### src/rtl/noise_sched_pkg.sv
// Shared types and the per-requester preset table for the noise voice scheduler.
// Requester index doubles as priority: higher index wins the generator.
package noise_sched_pkg;

    typedef enum logic [1:0] {IDLE, LOAD, TRIG, PLAY} state_e;

    typedef enum logic {SUSTAIN, ONESHOT} mode_e;

    localparam int unsigned NUM_PRESETS  = 4;
    localparam int unsigned PRESET_DUR_W = 24;

    typedef struct packed {
        logic [2:0]              cutoff;
        logic [2:0]              gain;
        logic [3:0]              attack;
        logic [3:0]              decay;
        logic [15:0]             amp;
        mode_e                   mode;
        logic [PRESET_DUR_W-1:0] duration;
    } preset_t;

    localparam preset_t PRESET_THRUST = '{
        cutoff: 3'd3, gain: 3'd2, attack: 4'd4, decay: 4'd15,
        amp: 16'hFFFF, mode: SUSTAIN, duration: 24'd0
    };
    localparam preset_t PRESET_LANDING = '{
        cutoff: 3'd5, gain: 3'd1, attack: 4'd2, decay: 4'd12,
        amp: 16'h8000, mode: ONESHOT, duration: 24'd2_000_000
    };
    localparam preset_t PRESET_ALARM = '{
        cutoff: 3'd1, gain: 3'd3, attack: 4'd1, decay: 4'd11,
        amp: 16'hC000, mode: ONESHOT, duration: 24'd4_000_000
    };
    localparam preset_t PRESET_CRASH = '{
        cutoff: 3'd0, gain: 3'd4, attack: 4'd1, decay: 4'd9,
        amp: 16'hFFFF, mode: ONESHOT, duration: 24'd12_000_000
    };

    localparam preset_t [NUM_PRESETS-1:0] PRESET = {
        PRESET_CRASH, PRESET_ALARM, PRESET_LANDING, PRESET_THRUST
    };

endpackage

### src/rtl/noise_req_latch.sv
// Rising-edge detect and pending latch for one-shot requesters.
// A pending bit is cleared by its ack; a fresh edge in the same cycle re-arms it.
module noise_req_latch #(
    parameter int unsigned NUM_REQ = 4
) (
    input  logic               clock,
    input  logic               reset,
    input  logic [NUM_REQ-1:0] req,
    input  logic [NUM_REQ-1:0] oneshot_mask,
    input  logic [NUM_REQ-1:0] ack,
    output logic [NUM_REQ-1:0] pending
);

    logic [NUM_REQ-1:0] req_q, req_d;
    logic [NUM_REQ-1:0] pending_q, pending_d;
    logic [NUM_REQ-1:0] rise;

    always_comb begin
        req_d     = req;
        rise      = req & ~req_q & oneshot_mask;
        pending_d = (pending_q & ~ack) | rise;
    end

    always_ff @(posedge clock) begin
        if (reset) begin
            req_q     <= '0;
            pending_q <= '0;
        end else begin
            req_q     <= req_d;
            pending_q <= pending_d;
        end
    end

    assign pending = pending_q;

endmodule

### src/rtl/noise_voice_scheduler.sv
// Shares one attack/decay noise generator among prioritised sound-event requesters,
// loading presets, pulsing the generator reset to retrigger and timing one-shots.
module noise_voice_scheduler
    import noise_sched_pkg::*;
#(
    parameter int unsigned NUM_REQ     = 4,
    parameter int unsigned TRIG_CYCLES = 4,
    parameter int unsigned DUR_W       = 24,
    parameter int unsigned DUR_SHIFT   = 0
) (
    input  logic               clock,
    input  logic               reset,
    input  logic [NUM_REQ-1:0] req,
    output logic [2:0]         cfg_cutoff,
    output logic [2:0]         cfg_gain,
    output logic [3:0]         cfg_attack,
    output logic [3:0]         cfg_decay,
    output logic [15:0]        cfg_amp,
    output logic               gen_reset,
    output logic               mute,
    output logic               busy,
    output logic [1:0]         active_id,
    output logic [NUM_REQ-1:0] ack
);

    localparam int unsigned TRIG_W = $clog2(TRIG_CYCLES + 1);

    state_e             state_q, state_d;
    logic [1:0]         win_q, win_d;
    logic [1:0]         active_id_q, active_id_d;
    logic [2:0]         cutoff_q, cutoff_d;
    logic [2:0]         gain_q, gain_d;
    logic [3:0]         attack_q, attack_d;
    logic [3:0]         decay_q, decay_d;
    logic [15:0]        amp_q, amp_d;
    logic [DUR_W-1:0]   cnt_q, cnt_d;
    logic [TRIG_W-1:0]  trig_q, trig_d;
    logic               gen_reset_q, gen_reset_d;
    logic [NUM_REQ-1:0] ack_q, ack_d;

    logic [NUM_REQ-1:0] oneshot_mask;
    logic [NUM_REQ-1:0] pending;
    logic [NUM_REQ-1:0] cand;
    logic [1:0]         winner;
    logic               any_cand;
    logic               interrupt;
    logic               play_done;
    logic               take;

    noise_req_latch #(
        .NUM_REQ (NUM_REQ)
    ) u_req_latch (
        .clock        (clock),
        .reset        (reset),
        .req          (req),
        .oneshot_mask (oneshot_mask),
        .ack          (ack_q),
        .pending      (pending)
    );

    always_comb begin
        oneshot_mask = '0;
        winner       = '0;
        for (int i = 0; i < NUM_REQ; i++) begin
            oneshot_mask[i] = (PRESET[2'(i)].mode == ONESHOT);
        end
        cand     = pending | (req & ~oneshot_mask);
        any_cand = |cand;
        // Ascending scan: the last set bit is the highest priority.
        for (int i = 0; i < NUM_REQ; i++) begin
            if (cand[i]) winner = 2'(i);
        end
        interrupt = (any_cand && (winner > active_id_q)) || pending[active_id_q];
    end

    always_comb begin
        state_d     = state_q;
        win_d       = win_q;
        active_id_d = active_id_q;
        cutoff_d    = cutoff_q;
        gain_d      = gain_q;
        attack_d    = attack_q;
        decay_d     = decay_q;
        amp_d       = amp_q;
        cnt_d       = cnt_q;
        trig_d      = trig_q;
        gen_reset_d = 1'b0;
        ack_d       = '0;
        play_done   = 1'b0;
        take        = 1'b0;

        unique case (state_q)
            IDLE: begin
                take = any_cand;
            end
            LOAD: begin
                state_d     = TRIG;
                active_id_d = win_q;
                cutoff_d    = PRESET[win_q].cutoff;
                gain_d      = PRESET[win_q].gain;
                attack_d    = PRESET[win_q].attack;
                decay_d     = PRESET[win_q].decay;
                amp_d       = PRESET[win_q].amp;
                cnt_d       = DUR_W'(PRESET[win_q].duration >> DUR_SHIFT);
                trig_d      = '0;
                gen_reset_d = 1'b1;
            end
            TRIG: begin
                if (interrupt) begin
                    take = 1'b1;
                end else if (trig_q == TRIG_W'(TRIG_CYCLES - 1)) begin
                    state_d = PLAY;
                end else begin
                    trig_d      = trig_q + TRIG_W'(1);
                    gen_reset_d = 1'b1;
                end
            end
            PLAY: begin
                if (oneshot_mask[active_id_q]) begin
                    // A loaded count of 0 or 1 both give a single PLAY cycle.
                    if (cnt_q <= DUR_W'(1)) begin
                        play_done = 1'b1;
                        cnt_d     = '0;
                    end else begin
                        cnt_d = cnt_q - DUR_W'(1);
                    end
                end else if (!req[active_id_q]) begin
                    play_done = 1'b1;
                end
                if (interrupt) play_done = 1'b1;
                if (play_done) begin
                    if (any_cand) take = 1'b1;
                    else          state_d = IDLE;
                end
            end
            default: state_d = IDLE;
        endcase

        if (take) begin
            state_d = LOAD;
            win_d   = winner;
            ack_d   = NUM_REQ'(1) << winner;
        end
    end

    always_ff @(posedge clock) begin
        if (reset) begin
            state_q     <= IDLE;
            win_q       <= '0;
            active_id_q <= '0;
            cutoff_q    <= '0;
            gain_q      <= '0;
            attack_q    <= '0;
            decay_q     <= '0;
            amp_q       <= '0;
            cnt_q       <= '0;
            trig_q      <= '0;
            gen_reset_q <= 1'b1;
            ack_q       <= '0;
        end else begin
            state_q     <= state_d;
            win_q       <= win_d;
            active_id_q <= active_id_d;
            cutoff_q    <= cutoff_d;
            gain_q      <= gain_d;
            attack_q    <= attack_d;
            decay_q     <= decay_d;
            amp_q       <= amp_d;
            cnt_q       <= cnt_d;
            trig_q      <= trig_d;
            gen_reset_q <= gen_reset_d;
            ack_q       <= ack_d;
        end
    end

    assign cfg_cutoff = cutoff_q;
    assign cfg_gain   = gain_q;
    assign cfg_attack = attack_q;
    assign cfg_decay  = decay_q;
    assign cfg_amp    = amp_q;
    assign gen_reset  = gen_reset_q;
    assign mute       = (state_q != PLAY);
    assign busy       = (state_q != IDLE);
    assign active_id  = active_id_q;
    assign ack        = ack_q;

endmodule

### config.mk
export PLATFORM = sky130hd
export DESIGN_NAME = noise_voice_scheduler
export DESIGN_NICKNAME = d
export VERILOG_FILES = /design/src/rtl/noise_sched_pkg.sv /design/src/rtl/noise_req_latch.sv /design/src/rtl/noise_voice_scheduler.sv
export SDC_FILE = /design/constraint.sdc
export NUM_CORES = 1
export LEC_CHECK = 0
export BUFFER_PORTS_ARGS = -buffer_cell sky130_fd_sc_hd__buf_2
export CAP_MARGIN = 20
export CORE_ASPECT_RATIO = 2
export CORE_UTILIZATION = 32
export CTS_BUF_LIST = sky130_fd_sc_hd__clkbuf_4
export DETAILED_ROUTE_END_ITERATION = 7
export PLACE_DENSITY = 0.59
export REMOVE_ABC_BUFFERS = 1
export SYNTH_ARGS = -nofsm -noshare
export SYNTH_HDL_FRONTEND = slang
export SYNTH_SLANG_ARGS = --single-unit
export TNS_END_PERCENT = 20
### constraint.sdc
create_clock -name clock -period 2.5 [get_ports clock]
set_input_delay 0.375 -clock clock [delete_from_list [all_inputs] [get_ports clock]]
set_output_delay 0.375 -clock clock [all_outputs]
set_load 0.005 [all_outputs]
## Word level (Yosys, flattened, before mapping)

Cells that the tools add are included.

| operators by class | value |
|---|---|
| equality and inequality tests | 15 |
| multiplexer cells | 35 |
| bitwise logic cells | 7 |
| reductions and logical operators | 15 |
| shift-type cells | 1 |
| $lt $le $gt $ge | 4 |
| $add $sub $neg | 2 |

Operators by type and width:

| cell | count |
|---|---|
| $bmux W55 S2 | 1 |
| $mux W55 | 1 |
| $mux W24 | 2 |
| $pmux W24 S2 | 1 |
| $le A24 B1 Y1 const B | 1 |
| $sub A24 B1 Y24 const B | 1 |
| $mux W1 | 15 |
| $ne A2 B2 Y1 const B | 7 |
| $mux W2 | 6 |
| $ne A3 B3 Y1 const B | 4 |
| $reduce_and A5 Y1 | 2 |
| $bmux W1 S2 | 3 |
| $lt A2 B3 Y1 const B | 2 |
| $mux W3 | 2 |
| $pmux W2 S3 | 1 |
| $pmux W3 S2 | 1 |
| $reduce_bool A2 Y1 | 3 |
| $and A4 B4 Y4 | 1 |
| $eq A2 B2 Y1 const B | 2 |
| $not A4 Y4 | 1 |
| $or A4 B1 Y4 | 1 |
| $or A4 B2 Y4 | 1 |
| $reduce_bool A4 Y1 | 1 |
| $reduce_or A2 Y1 | 2 |
| 17 further kinds | 17 |

| storage, ports and cells | value |
|---|---|
| flip-flop bits (word level) | 74 |
| input port bits | 6 |
| output and inout port bits | 39 |

## Depth between registers and ports, before layout

Gate-level depths: netlist (run 1).

| logic depth | value |
|---|---|
| depth after elaboration | 13 |
| mapped depth | 10 |

## By module

From an unflattened synthesis (run 1), not the netlist that was laid out.

| unflattened totals | value |
|---|---|
| cells, all modules | 368 |
| area total of the unflattened synthesis | 3103.0 µm² |

Modules (own cells, without submodules):

| module | cells an instance | seq. area each (µm²) | times used | area each (µm²) |
|---|---|---|---|---|
| noise_voice_scheduler | 344 | 960.9 | 1 | 2842.7 |
| noise_req_latch | 24 | 160.2 | 1 | 260.2 |

## Worst setup path before layout (run 1)

No wires, ideal clock.

| path | value |
|---|---|
| kind | reg2reg |
| start point | register cnt_q[2] |
| end point | register cnt_q[23] |
| buffers on the path | 2 |
| arrival | 2.517 ns |
| period minus slack after synthesis | 2.629 ns |
| setup slack | -0.129 ns |
| stages on the path, launching flop included | 9 |
| required time | 2.388 ns |
| cell sequence | dfxtp_1 -> or4_1 -> buf_2 -> or4b_4 -> or4_1 -> buf_2 -> o21ai_2 -> a21oi_1 -> a2111oi_1 |

| between the ends | value |
|---|---|
| cells in the longest elaborated chain, start to end | 4 |

RTL lines:

| item | RTL line | RTL |
|---|---|---|
| start: declaration | noise_voice_scheduler.sv:36 | `logic [DUR_W-1:0] cnt_q, cnt_d;` |
| start signal: assignment | noise_voice_scheduler.sv:169 | `cnt_q <= cnt_d;` |
| $sub A24 B1 Y24 / $le A24 B1 Y1 (equally long branches) | noise_voice_scheduler.sv:125, noise_voice_scheduler.sv:121 |  |
| $mux W24 (*) | noise_voice_scheduler.sv:121 | `if (cnt_q <= DUR_W'(1)) begin` |
| $mux W24 (*) | noise_voice_scheduler.sv:119 | `if (oneshot_mask[active_id_q]) begin` |
| $pmux W24 S2 (*) | noise_voice_scheduler.sv:92 | `unique case (state_q)` |

Mark *: on every way between the ends. The rest lies on a longest branch, timed or not. The select of a mux whose other input is x is not followed.
A chain may end at the register's enable or synchronous reset.

## Worst setup path in the final report (run 1)

| path | value |
|---|---|
| start point | register cnt_q[2] |
| end point | register cnt_q[19] |

The elaborated chain is that of the path after synthesis.

==> flow_summary.toml, run 1 <==
[logic_synthesis]
synth_top_flop_cell = "dfxtp_1"
synthArstFlopShare = 0
synth.largest_area_cell = "dfxtp_1"
synth-edff-count = 0
synth.distinct_cells = 52
synth_seq_cells = 53
synth_area_leaders = "dfxtp_1 (36%), ha_1 (7.2%), buf_4 (5.1%)"
syn_avg_cell_area_um2 = 8.294
yosys_warnings = 0
syn_inst = 358
syn_area_um2 = 2969
synth_top_area_share = 0.3574
ys_seq_area_frac = 0.3574

[timing]
max-slew-margin-rel = 0.5990
fin_crit_sh = 1.033
final_max_slew_viol_count = 0
finalClockSkew_ps = 12.76
fmax_mhz = 387.0
fin_crit_ps = 2584
setup_violations = 3
final_hold_viol_count = 0
worst_pin_slew_ps = 601.5
tns_ps = -152.6
setup_ws_ps = -83.65
finalHoldWorstSlack_ps = 219.7
rsz0062_at_grt = "yes"

[floorplanning]
die_h_um = 138.2
die_x_um = 70.11
fp-row-count = 49
initial_utilization = 0.3294
core_um2 = 9012
ioPinCount = 45
dieArea_um2 = 9691

[global_routing]
grt_antenna_before_repair = 1
grt_util_all_layers = 0.1720
grt_pass1_wl_mm = 13.12
grt_pass1_vias = 2715
overflow = 0
grt_max_degree = 29

[placement]
place_area_um2 = 3381
place.gp.congestion = 1.000
hpwlAfterDp_mm = 6.228
io_buffers = 43

[outcome]
outcome = "complete, but fails checks"
violations = "setup timing"

[critical_path]
cpMostUsedCell = "or4_4"
cp_num_cells = 7
critPathTopFamily = "simple AND/OR/NAND/NOR gates"
reg2reg_slack_ps = -80
worstPathRequired_ps = 2820
crit_path_max_incr_delay_ps = 570
reg2reg_from = "cnt_q[2]"
cp.arrival_ps = 2910
r2r_end = "cnt_q[19]"
critPathMaxFanout = 5
start_kind = "register"
path_cells = "or4_4, or4b_4, or4_4, buf_4, a21oi_1, nor2_1, a211oi_1"
setup.worst_path.end = "cnt_q[19]"
crit_path_start = "cnt_q[2]"
path_class = "register to register"
cp.buffers_inverters = 1
r2r_cells = 7
critPathCaptureType = "register"
slowest_stage = "or4_4"

[routing]
routed_wl_mm = 8.306
met1Wirelength_mm = 2.968
wl_met3_um = 113
dr.first_iter.drc_count = 151
via_per_inst = 5.349
drc = 0
routed.top_layer = "met4"
via_count = 2760
wire_per_inst_um = 16.10
ant_nets = 0
wl_met2_mm = 4.904
firstDrtPassIters = 4

[power]
powerDensity_nw_per_um2 = 1181
p_comb_frac = 0.613
swShare = 0.4523
p_sw_uw = 1898
finalPower_uw = 4198
power.internal_uw = 2299
p_leak_uw = 0.001523
power.share.sequential = 0.295
pwr-share-clk = 0.093
ir_drop_uv = 416.0

[job]
maxCapViolCount = 0

[cts]
cts_sinks = 53
h-tree-depth = 2
cts_tree = "built"
numCtsBuffers = 5
root_buffer = "clkbuf_4"
clock_latency_ps = 390
cts_buffer_depth = 2
clk_pin_slew_ps = 160
cts_hold_buf = 0

[cells_and_area]
area_growth_pct = 19.72
drive_gt1_frac = 0.2785
nets = 435
design_area_um2 = 3555
final_core_util = 0.3944

[worst_hold_path]
hold_start = "req[1]"
hold_class = "input pin to register"
[sequential cells by signal, summed over array words and instances, names as in the netlist]
signal,count
win_q,2
cfg_cutoff,2
state_q,2
cfg_amp,1
trig_q,3
gen_reset,1
cfg_attack,2
ack,4
cnt_q,24
active_id,1
cfg_decay,3
u_req_latch.pending,4
cfg_gain,3
u_req_latch.req_q,1
[metrics by stage]
step,cells,setup slack (ps)
floorplan,322,-223.3
global placement,503,-110.5
detailed placement,503,-185.1
CTS,511,-64.86
global route,516,-177.4
finish,516,-83.65
[worst min path at each step]
stage / cells past startpoint / to
finish: 2 / u_req_latch.req_q[1]
global route: 2 / u_req_latch.req_q[1]
CTS: 2 / u_req_latch.req_q[1]
detailed placement: 1 / u_req_latch.pending[0]
global placement: 1 / u_req_latch.pending[3]
floorplan: 1 / u_req_latch.pending[2]
[cell usage after synthesis, drive strengths merged (2+ instances only)]
cell	instances
mux2	2
nor3	9
xnor2	4
xor2	4
o211ai	3
inv	20
nand2	23
o41ai	2
nor2	39
a22oi	2
nor2b	2
a211oi	14
nand4	3
o21a	5
o21bai	3
or3	5
a21o	3
o31ai	2
nand2b	6
nor3b	4
or4	6
buf	22
or2	2
nor4b	3
ha	17
nor4	12
clkbuf	14
o211a	2
o21ai	24
a21oi	20
nand3	3
mux2i	8
dfxtp	53
a31oi	3
[metal layers]
layer | vias up | global-route usage
met5 | - | 0
met4 | 0 | 0.1021
li1 | 1368 | -
met2 | 37 | 0.3416
met3 | 20 | 0.02041
met1 | 1335 | 0.1590
[timing repair]
item,in CTS,in global routing
endpoints found under the hold margin,0,0
setup endpoints to repair,12,25
pin swaps,0,6
gates cloned,0,1
buffers inserted,0,3
gates resized for setup,5,18
[cells by family (layout without fill, tap and decap cells)]
group | after synthesis | in the layout | synth area share
xor+xnor | 8 | 8 | 0.02360
compound gates | 90 | 90 | 0.1955
fa+ha+maj | 17 | 17 | 0.07164
other cells | 1 | 2 | 0.001263
flops | 53 | 53 | 0.3574
buf+inv | 56 | 111 | 0.09734
mux | 11 | 11 | 0.04214
simple gates | 122 | 122 | 0.2111
[power by group through the flow]
stage               clock, µW  sequential, µW  combinational (µW)
global placement            0            1250                2350
global route              442            1270                2800
detailed placement          0            1250                2380
CTS                       413            1240                2450
floorplan                   0            1270                1350
finish                    389            1240                2570
[layout by cell type (no fill, tap or decap), drive strengths merged, types with 3 or more instances in the layout]
master   n
nor4    12
buf     83
o21ai   24
or4      6
a21oi   20
mux2i    8
xnor2    4
nand4    3
o211ai   3
or3      5
o21a     5
nand3    3
a31oi    3
clkbuf   5
inv     21
ha      17
nor3b    4
nor3     9
nor4b    3
a211oi  14
nor2    39
xor2     4
nand2   23
nand2b   6
o21bai   3
a21o     3
dfxtp   53
[area by class of cell]
| cell class | instances | area, µm² |
|---|---|---|
| antenna | 1 | 2.502 |
| clock buffer | 5 | 37.54 |
| clock inverter | 3 | 16.27 |
| fill | 930 | 5458 |
| inverter | 20 | 75.07 |
| multi-input combinational | 249 | 1708 |
| sequential | 53 | 1062 |
| tap | 102 | 127.6 |
| timing repair buffer | 83 | 525.5 |
Power figures use the tool's default switching activity.
==> run 2: changes to the inputs <==
--- a/config.mk
+++ b/config.mk
@@ -15,2 +15,3 @@
 export REMOVE_ABC_BUFFERS = 1
+export SKIP_LAST_GASP = 1
 export SYNTH_ARGS = -nofsm -noshare
==> constraint.sdc (replaced) <==
create_clock -name clock -period 2.5 [get_ports clock]
set_input_delay 0 -clock clock [delete_from_list [all_inputs] [get_ports clock]]
set_output_delay 0 -clock clock [all_outputs]
set_load 0.005 [all_outputs]
==> run 2 against run 1 <==
The run still ends with setup timing left. Sequential power about the same. Power increased by 4.3%. Register-to-register slack improved by 60 ps. Combinational power is essentially flat. Final area grew 1.0%. Global-route usage is 0.32 points lower. Maximum frequency up 2.3%. Count of clock-buffer cells in the layout unchanged. Final cell count rose by 0.78%. Critical endpoint unchanged.
==> flow_summary.toml, run 2 (synthesized netlist as in run 1, its figures left out) <==
[outcome]
outcome = "complete, but fails checks"
violations = "setup timing"

[placement]
hpwlAfterDp_mm = 6.277
place_area_um2 = 3418
io_buffers = 43
place_ws_ps = -155.7
place.gp.congestion = 0.9455

[timing]
final_max_slew_viol_count = 0
fmax_mhz = 396.1
rsz0062_at_grt = "yes"
fin_crit_ps = 2524
final_hold_viol_count = 0
max-slew-margin-rel = 0.6380
setup_ws_ps = -24.38
finalHoldWorstSlack_ps = 60.23
worst_pin_slew_ps = 543.0
setup_violations = 2
finalClockSkew_ps = 14.57
fin_crit_sh = 1.010

[critical_path]
slowest_stage = "or4_4"
setup.worst_path.end = "cnt_q[19]"
cp_num_cells = 7
cp.buffers_inverters = 1
start_kind = "register"
cpMostUsedCell = "or4_4"
crit_path_start = "cnt_q[2]"
path_cells = "or4_4, or4b_4, or4_4, buf_4, a21oi_1, nor2_1, a211oi_2"
r2r_end = "cnt_q[19]"
reg2reg_slack_ps = -20
critPathTopFamily = "simple AND/OR/NAND/NOR gates"
critPathMaxFanout = 5
worstPathRequired_ps = 2830
cp.arrival_ps = 2850
r2r_cells = 7
reg2reg_from = "cnt_q[2]"
crit_path_max_incr_delay_ps = 550
critPathCaptureType = "register"
path_class = "register to register"

[power]
p_leak_uw = 0.001552
powerDensity_nw_per_um2 = 1219
power.share.sequential = 0.281
p_comb_frac = 0.580
swShare = 0.4264
pwr-share-clk = 0.140
power.internal_uw = 2511
p_sw_uw = 1866
ir_drop_uv = 488.0

[cts]
clock_latency_ps = 400
h-tree-depth = 2
cts_buffer_depth = 2
cts_tree = "built"
clk_pin_slew_ps = 170
root_buffer = "clkbuf_4"
cts_sinks = 53
numCtsBuffers = 5

[cells_and_area]
seq_area_um2 = 1061
n_fill_cell = 932
multi_input_area_um2 = 1658
drive_gt1_frac = 0.2638
largest_reg_flops = 24
top_register = "cnt_q"
nets = 439
design_area_um2 = 3591
area_growth_pct = 20.94
final_cell_mix = "dfxtp_1 (53), buf_2 (43), buf_4 (42)"
final_common_cell = "dfxtp_1"

[global_routing]
grt_antenna_before_repair = 1
grt_max_degree = 28
grt_pass1_wl_mm = 12.88
grt_util_all_layers = 0.1687
grt_pass1_vias = 2644
overflow = 0

[floorplanning]
die_h_um = 138.2
initial_utilization = 0.3294
core_um2 = 9012
dieArea_um2 = 9691
ioPinCount = 45
fp-row-count = 49
die_x_um = 70.11

[routing]
dr.first_iter.drc_count = 133
wire_per_inst_um = 15.53
via_count = 2720
firstDrtPassIters = 4
routed_wl_mm = 8.078
via_per_inst = 5.231
ant_nets = 0
drc = 0

[worst_hold_path]
hold_class = "input pin to register"
min_path_cells = 2
hold_start = "reset"

[job]
maxCapViolCount = 0
[run 2: per-layer routing]
metal,GRT usage,up-vias,wire length [µm]
met1,0.1601,1277,2921
met4,0.1116,0,367
met2,0.3214,49,4627
met5,0,-,0
li1,-,1372,-
met3,0.02551,22,162
[run 2: worst min path at each step]
stage / endpoint / slack, ps
after CTS: active_id[0] / 50
after floorplan: cnt_q[16] / 70
after detailed placement: u_req_latch.req_q[1] / 260
after global placement: u_req_latch.req_q[1] / 230
final: cfg_decay[3] / 60
after global routing: cfg_decay[2] / 60
[run 2: layout make-up]
class                           count  share of cell area
Sequential cell                    53              0.2955
Inverter                           20             0.02091
Clock buffer                        5             0.01045
Tap cell                          102             0.03554
Multi-Input combinational cell    249              0.4617
Clock inverter                      3             0.01916
Antenna cell                        1           0.0006969
Timing Repair Buffer               87              0.1561
[run 2: repair_timing]
| action | CTS | global route |
|---|---|---|
| hold buffers | 1 | 0 |
| setup buffers | 0 | 2 |
| endpoints found under the setup margin | 14 | 26 |
| pin swaps | 1 | 0 |
| gates cloned | 0 | 0 |
| gates resized for setup | 4 | 6 |
| hold endpoints to repair | 2 | 0 |
[run 2: worst reg2reg max path, cell delays in order, from the launching register on]
cell	delay (ps)
dfxtp_1	340
or4_4	550
or4b_4	500
or4_4	540
buf_4	160
a21oi_1	110
nor2_1	60
a211oi_2	190
[run 2: power by group through the flow]
stage                     Sequential [µW]  Combinational (µW)  Clock [µW]
after floorplan                      1270                1350           0
after global placement               1240                2400           0
after detailed placement             1250                2420           0
after CTS                            1230                2480         629
after global routing                 1260                2780         665
final                                1230                2540         611
[run 2: through the flow]
stage                       util  TNS [ps]  power [µW]  instances
after floorplan                -     -2564        2612        322
after global placement    0.3793    -332.5        3644        508
after detailed placement  0.3793    -632.9        3675        508
after CTS                 0.3936    -226.3        4334        517
after global routing      0.3984     -1454        4709        520
final                     0.3984    -33.93        4378        520
==> run 3: changes to the inputs <==
- CORE_UTILIZATION: 32 -> 34
- PLACE_DENSITY: 0.59 -> 0.61
==> run 3 against run 2 <==
The flow still finishes with violations (setup timing). Power down 4.4%. Critical path type unchanged. Setup slack worse by 14 ps. Global-route usage up 1.0 points. Largest cell class unchanged.
==> flow_summary.toml, run 3 (synthesized netlist as in run 1, its figures left out) <==
[outcome]
outcome = "complete, but fails checks"
violations = "setup timing"

[routing]
firstDrtPassIters = 4
dr.first_iter.drc_count = 123
wire_per_inst_um = 15.18
via_count = 2753
drc = 0
ant_nets = 0
routed_wl_mm = 7.726
via_per_inst = 5.409

[global_routing]
overflow = 0
grt_util_all_layers = 0.1789
grt_pass1_wl_mm = 12.29
grt_max_degree = 26
grt_antenna_before_repair = 1
grt_pass1_vias = 2619

[timing]
final_hold_viol_count = 0
setup_violations = 1
max-slew-margin-rel = 0.5347
final_max_slew_viol_count = 0
rsz0062_at_grt = "yes"
worst_pin_slew_ps = 693.3
fin_crit_sh = 1.015
fin_crit_ps = 2539
setup_ws_ps = -38.67
tns_ps = -38.67
finalClockSkew_ps = 10.71
fmax_mhz = 393.9

[critical_path]
critPathCaptureType = "register"
reg2reg_slack_ps = -40
start_kind = "register"
critPathMaxFanout = 5
reg2reg_from = "cnt_q[5]"
cp.arrival_ps = 2870
path_class = "register to register"
r2r_cells = 7
r2r_end = "cnt_q[19]"
crit_path_start = "cnt_q[5]"
worstPathRequired_ps = 2830

[cells_and_area]
nets = 432
area_growth_pct = 17.19
largest_reg_flops = 24
top_register = "cnt_q"
final_common_cell = "dfxtp_1"
final_cell_mix = "dfxtp_1 (52), buf_2 (43), nor2_1 (39)"
drive_gt1_frac = 0.2561

[placement]
io_buffers = 43
place.gp.congestion = 0.8502
hpwlAfterDp_mm = 5.890
place_ws_ps = -194.7

[floorplanning]
die_x_um = 68.08
dieArea_um2 = 9133
die_h_um = 134.2
fp-row-count = 47
core_um2 = 8351
ioPinCount = 45
initial_utilization = 0.3556

[worst_hold_path]
hold_start = "reset"
hold_class = "input pin to register"
holdPathEnd = "trig_q[2]"
min_path_cells = 2

[cts]
cts_buffer_depth = 2
root_buffer = "clkbuf_4"
h-tree-depth = 2
cts_tree = "built"
clock_latency_ps = 400
clk_pin_slew_ps = 160
cts_sinks = 53
numCtsBuffers = 5

[power]
ir_drop_uv = 612.1
powerDensity_nw_per_um2 = 1202
p_leak_uw = 0.001493

[job]
maxCapViolCount = 0
run 3: cell count changes in the layout (fill, tap and decap cells not counted), sizes merged:
cell / change
buf: -7
clkinv: +3
bufinv: -2
inv: -1
run 3: routing by layer:
| metal | global-route usage | up-vias | routed length, µm |
|---|---|---|---|
| met5 | 0 | - | 0 |
| met4 | 0.1146 | 0 | 392 |
| met3 | 0.02296 | 33 | 208 |
| met2 | 0.3224 | 74 | 4337 |
| met1 | 0.1810 | 1281 | 2787 |
| li1 | - | 1365 | - |
run 3: timing repair:
action                                 4_1_cts  5_1_grt
buffers inserted                             0        0
setup endpoints to repair                   10       16
gates resized for setup                      8        6
pin swaps                                    1        3
endpoints found under the hold margin        2        0
hold buffers                                 1        0
run 3: worst max-delay path by stage:
stage                     end  slack [ps]  depth (start not counted)
floorplan           cnt_q[11]        -220                          6
global placement    cnt_q[19]         -90                          7
detailed placement  cnt_q[23]        -190                          6
CTS                 cnt_q[23]         -40                          6
global route        cnt_q[19]         -80                          7
finish              cnt_q[19]         -40                          7
run 3: power breakdown:
group          switching [µW]  internal, µW
sequential                196          1050
clock                     295           107
combinational            1370          1160
run 3: critical path: stages (launching register included):
cell,delay (ps)
dfxtp_1,340
or4_4,560
or4b_4,500
or4_4,580
buf_6,150
a21oi_2,110
nor2_1,60
a211oi_1,170
run 3: layout make-up:
cell class | instances | area, µm²
Antenna cell | 1 | 2.502
Clock buffer | 5 | 37.54
Timing Repair Buffer | 80 | 499.2
Fill cell | 858 | 4871
Tap cell | 98 | 122.6
Inverter | 20 | 75.07
Multi-Input combinational cell | 249 | 1663
Clock inverter | 3 | 17.52
Sequential cell | 53 | 1062
run 3: per-stage QoR:
| stage | hold WS, ps | std cells | util | area, µm² | power [µW] |
|---|---|---|---|---|---|
| after floorplan | 69.07 | 322 | - | 2755 | 2612 |
| after global placement | 232.0 | 499 | 0.4028 | 3363 | 3601 |
| after detailed placement | 238.6 | 499 | 0.4028 | 3363 | 3628 |
| after CTS | 11.07 | 508 | 0.4132 | 3451 | 4140 |
| after global routing | 39.51 | 509 | 0.4167 | 3480 | 4499 |
| final | 38.72 | 509 | 0.4167 | 3480 | 4184 |
